===== config.mk =====
export PLATFORM = sky130hd
export DESIGN_NAME = star_arb
export DESIGN_NICKNAME = d
export VERILOG_FILES = /design/src/rtl/star_arb_pkg.sv /design/src/rtl/star_arb.sv
export SDC_FILE = /design/constraint.sdc
export NUM_CORES = 1
export LEC_CHECK = 0
export ABC_CLOCK_PERIOD_IN_PS = 2600
export CORE_AREA = 2 2 39 41
export CTS_BUF_LIST = sky130_fd_sc_hd__clkbuf_8
export CTS_CLUSTER_DIAMETER = 50
export DETAILED_ROUTE_END_ITERATION = 8
export DIE_AREA = 0 0 41 43
export DONT_BUFFER_PORTS = 1
export GPL_TIMING_DRIVEN = 1
export PLACE_DENSITY = 0.52
export SYNTH_ARGS = -nofsm -noshare
export SYNTH_HDL_FRONTEND = slang
export SYNTH_SLANG_ARGS = --single-unit

===== constraint.sdc =====
create_clock -name clk -period 2.6 [get_ports clk]
set_clock_uncertainty 0.15 [all_clocks]
set_input_delay 0.39 -clock clk [delete_from_list [all_inputs] [get_ports clk]]
set_output_delay 0.39 -clock clk [all_outputs]
set_load 0.01 [all_outputs]

===== src/rtl/star_arb_pkg.sv =====
// Shared types and helpers for the star-token AXI-Stream arbiter node.
package star_arb_pkg;

    localparam int unsigned DEFAULT_DATA_WIDTH = 8;

    // Output mux source: upstream chain or local stream.
    typedef enum logic {
        SEL_PRV = 1'b0,
        SEL_SRC = 1'b1
    } sel_e;

    // A capture in the same cycle as a release keeps the token.
    function automatic logic star_next(input logic has_star,
                                       input logic take_star,
                                       input logic release_star);
        logic nxt;
        nxt = has_star;
        if (release_star) nxt = 1'b0;
        if (take_star)    nxt = 1'b1;
        return nxt;
    endfunction

endpackage : star_arb_pkg


===== src/rtl/star_arb.sv =====
// One node of a token-passing AXI-Stream packet arbiter chain: merges the local
// src stream into the upstream prv stream while holding the circulating star.
module star_arb
    import star_arb_pkg::*;
#(
    parameter int unsigned DATA_WIDTH      = DEFAULT_DATA_WIDTH,
    parameter int          RESET_TYPE      = 1,
    parameter bit          START_WITH_STAR = 1'b0
) (
    input  logic                  clk,
    input  logic                  rst,
    input  logic                  take_star,
    output logic                  give_star,
    input  logic [DATA_WIDTH-1:0] src_TDATA,
    input  logic                  src_TVALID,
    output logic                  src_TREADY,
    input  logic                  src_TLAST,
    input  logic [DATA_WIDTH-1:0] prv_TDATA,
    input  logic                  prv_TVALID,
    output logic                  prv_TREADY,
    input  logic                  prv_TLAST,
    output logic [DATA_WIDTH-1:0] res_TDATA,
    output logic                  res_TVALID,
    input  logic                  res_TREADY,
    output logic                  res_TLAST
);

    logic has_star_q, has_star_d;
    logic give_star_q, give_star_d;
    logic src_lock_q, src_lock_d;
    logic prv_busy_q, prv_busy_d;

    sel_e sel_c;
    logic src_acc_c;
    logic prv_acc_c;
    logic release_c;

    // Reset style is fixed; the legacy parameter is only accepted.
    logic unused_reset_type_c;
    assign unused_reset_type_c = (RESET_TYPE != 0);

    // A locked src packet owns the output even while it stalls.
    always_comb begin
        sel_c = SEL_PRV;
        if (src_lock_q || (has_star_q && src_TVALID && !prv_busy_q)) begin
            sel_c = SEL_SRC;
        end
    end

    always_comb begin
        res_TDATA  = prv_TDATA;
        res_TLAST  = prv_TLAST;
        res_TVALID = 1'b0;
        src_TREADY = 1'b0;
        prv_TREADY = 1'b0;
        if (sel_c == SEL_SRC) begin
            res_TDATA = src_TDATA;
            res_TLAST = src_TLAST;
        end
        if (rst) begin
            res_TVALID = (sel_c == SEL_SRC) ? src_TVALID : prv_TVALID;
            src_TREADY = (sel_c == SEL_SRC) && res_TREADY;
            prv_TREADY = (sel_c == SEL_PRV) && res_TREADY;
        end
    end

    assign src_acc_c = src_TVALID && src_TREADY;
    assign prv_acc_c = prv_TVALID && prv_TREADY;

    // Release after the TLAST beat, or immediately when holding with nothing to send.
    assign release_c = (src_acc_c && src_TLAST)
                     || (has_star_q && !src_lock_q && !src_TVALID && !prv_busy_q);

    always_comb begin
        has_star_d  = has_star_q;
        give_star_d = 1'b0;
        src_lock_d  = src_lock_q;
        prv_busy_d  = prv_busy_q;

        if (src_acc_c) src_lock_d = !src_TLAST;
        if (prv_acc_c) prv_busy_d = !prv_TLAST;

        give_star_d = release_c;
        has_star_d  = star_next(has_star_q, take_star, release_c);
    end

    always_ff @(posedge clk or negedge rst) begin
        if (!rst) begin
            has_star_q  <= START_WITH_STAR;
            give_star_q <= 1'b0;
            src_lock_q  <= 1'b0;
            prv_busy_q  <= 1'b0;
        end else begin
            has_star_q  <= has_star_d;
            give_star_q <= give_star_d;
            src_lock_q  <= src_lock_d;
            prv_busy_q  <= prv_busy_d;
        end
    end

    assign give_star = give_star_q;

endmodule : star_arb


==> results.sh <==
export IMPL_cts_max_level=1
export IMPL_setup_viol=0
export IMPL_ys_seq_elements=4
export IMPL_seqPwrFrac=0.235
export IMPL_drc=0
export IMPL_period_needed_ns=2.30
export IMPL_cp_data_arrival_time_ns=1.76
export IMPL_area_delta_synth_final_pct=15.8
export IMPL_final_common_cell="mux2_4"
export IMPL_hp_class="input port to flip-flop"
export IMPL_clockBufferDepth=2
export IMPL_final_max_slew_viol_count=0
export IMPL_io_pins=37
export IMPL_fmax_mhz=434
export IMPL_cts_made_buffers=3
export IMPL_switchingPower_uw=189
export IMPL_cts_clk_slew_worst_paths_ns=0.03
export IMPL_worst_slew_pin_slew_ns=0.705
export IMPL_root_buffer="clkbuf_8"
export IMPL_switching_share=0.366
export IMPL_finalSetupTns_ns=0
export IMPL_yosysSeqAreaShare=0.263
export IMPL_post_drt_wl_per_cell_um=16.0
export IMPL_grt_pass1_wl_um=1170
export IMPL_diodes=0
export IMPL_fillerInstances=145
export IMPL_maxSlewHeadroom=0.530
export IMPL_portBuffers=0
export IMPL_p_leak_nw=0.202
export IMPL_grt_antenna_before_repair=0
export IMPL_critPathCaptureType="output port"
export IMPL_critical_path_slowest_cell="a21oi_2"
export IMPL_core_area_um2=1380
export IMPL_ant_nets=0
export IMPL_cp_max_fo=11
export IMPL_timing_final_crit_share=0.886
export IMPL_cp_required_ns=2.06
export IMPL_place_gp_congestion=0.741
export IMPL_p_comb_frac=0.509
export IMPL_grt_ovfl_total=0
export IMPL_synth_top_cell_by_area="mux2_4"
export IMPL_finalNetCount=63
export IMPL_grt_max_degree=12
export IMPL_ir_worst_vdd_mv=0.296
export IMPL_initial_core_util=0.275
export IMPL_place_area_um2=389
export IMPL_synth_top_area_frac=0.316
export IMPL_postSynthCellCount=34
export IMPL_grt_pass1_vias=329
export IMPL_hold_viol_final=0
export IMPL_syn_area_um2=380
export IMPL_timing_max_cap_violations=0
export IMPL_cts_tree="yes"
export IMPL_viasPerCell=5.47
export IMPL_die_w_um=41
export IMPL_max_stage_delay_ns=0.56
export IMPL_drt_iter0_drc=2
export IMPL_rsz0062_at_grt="false"
export IMPL_cts_repair_resized=0
export IMPL_final_layout_size_suffix_gt1_frac=0.486
export IMPL_p_int_uw=327
export IMPL_post_cts_setup_buffers=0
export IMPL_syn_nets=58
export IMPL_die_area_um2=1760
export IMPL_pwr_share_clk=0.256
export IMPL_rows=14
export IMPL_final_area_um2=440
export IMPL_vias=290
export IMPL_outcome="finished, final reports clean"
export IMPL_synth_area_leaders="mux2_4, dfrtp_1, a31oi_1"
export IMPL_path_class="flip-flop to output port"
export IMPL_insertion_delay_ns=0.22
export IMPL_mostFrequentLayoutCells="mux2_4, dfrtp_1, nor2_1, a31oi_1, clkbuf_8"
export IMPL_die_y_um=43
export IMPL_firstDrtPassIters=4
export IMPL_crit_chain="nor2b_4 -> a21oi_2 -> mux2_2"
export IMPL_wirelength_um=849
export IMPL_clock_sinks=4
export IMPL_yosysWarnings=0
export IMPL_grt_usage=0.105
export IMPL_p_per_area_nw_per_um2=1170
export IMPL_crit_path_start_kind="flip-flop"
export IMPL_synth_avg_cell_area_um2=11.2
export IMPL_netlist_cell_type_count=19
## timing repair
action                                  4_1_cts  5_1_grt
hold endpoints to repair                      4        0
hold buffers                                  1        0
endpoints found under the setup margin        0        0
## state kept, by name, indices dropped and copies added, names as in the netlist
signal,cells
has_star_q,1
give_star,1
src_lock_q,1
prv_busy_q,1
## cells in the mapped netlist
cell / n
mux2_4: 8
dfrtp_1: 4
a31oi_1: 3
nor2_1: 3
a21oi_1: 2
a211o_2: 1
a21boi_0: 1
a21oi_2: 1
and2_1: 1
and2_2: 1
and2b_2: 1
and3b_2: 1
and4b_1: 1
buf_6: 1
mux2_2: 1
nand2_1: 1
nand2b_1: 1
nor2b_4: 1
o21ai_0: 1
## metrics by stage
stage                     hold WS [ns]  power (mW)  instances  utilization  setup slack (ns)
after floorplan                -0.0556       0.369         34            -             0.898
after global placement         -0.0554       0.380         49        0.281             0.566
after detailed placement       -0.0555       0.385         49        0.281             0.514
after CTS                        0.110       0.525         53        0.318             0.273
after global routing             0.117       0.552         53        0.318             0.184
final                            0.114       0.515         53        0.318             0.297
## cell type report
type	count	area (um2)	area share
multi-input cells	29	269	0.611
flip-flops and latches	4	100	0.227
clock buffers	3	41.3	0.0938
well taps	16	20.0	0.0455
repair buffers	1	10.0	0.0227
## metal layers
metal,global-route usage,up-vias,part of all wire
met4,0.120,0,0
met1,0.0968,126,0.34
met2,0.159,31,0.49
li1,-,133,-
met5,0,-,0
met3,0.0262,0,0.16
## power by group through the flow
stage | clock [mW] | combinational [mW] | sequential (mW)
final | 0.132 | 0.262 | 0.121
after floorplan | 0 | 0.254 | 0.116
after detailed placement | 0 | 0.262 | 0.123
after CTS | 0.136 | 0.267 | 0.122
after global routing | 0.138 | 0.288 | 0.126
after global placement | 0 | 0.259 | 0.121
## worst max-delay path: cells and delay by family, from the launching register on
kind / cells / cell delay, ns
compound gates: 1 / 0.56
mux: 1 / 0.44
flops: 1 / 0.39
simple gates: 1 / 0.15
## kinds of logic (layout without fill, tap and decap cells)
logic type,Yosys count,after routing,share of synthesized area
mux,9,9,0.345
simple gates,11,11,0.204
compound gates,9,9,0.158
flops,4,4,0.263
buf+inv,1,4,0.0296
## worst paths after layout
kind / from / to / slack [ns] / depth (start not counted)
max in group asynchronous: rst / give_star$_DFF_PN0_ / 1.82 / 1
worst max-delay path: has_star_q$_DFFE_PN0P_ / res_TDATA[7] / 0.30 / 3
worst max register to register: src_lock_q$_DFFE_PN0P_ / has_star_q$_DFFE_PN0P_ / 1.36 / 2
min in group asynchronous: rst / src_lock_q$_DFFE_PN0P_ / 0.30 / 1
worst min register to register: has_star_q$_DFFE_PN0P_ / has_star_q$_DFFE_PN0P_ / 0.38 / 1
worst min-delay path: src_TVALID / src_lock_q$_DFFE_PN0P_ / 0.11 / 1
Note: power is estimated with default switching activity, not from simulation.
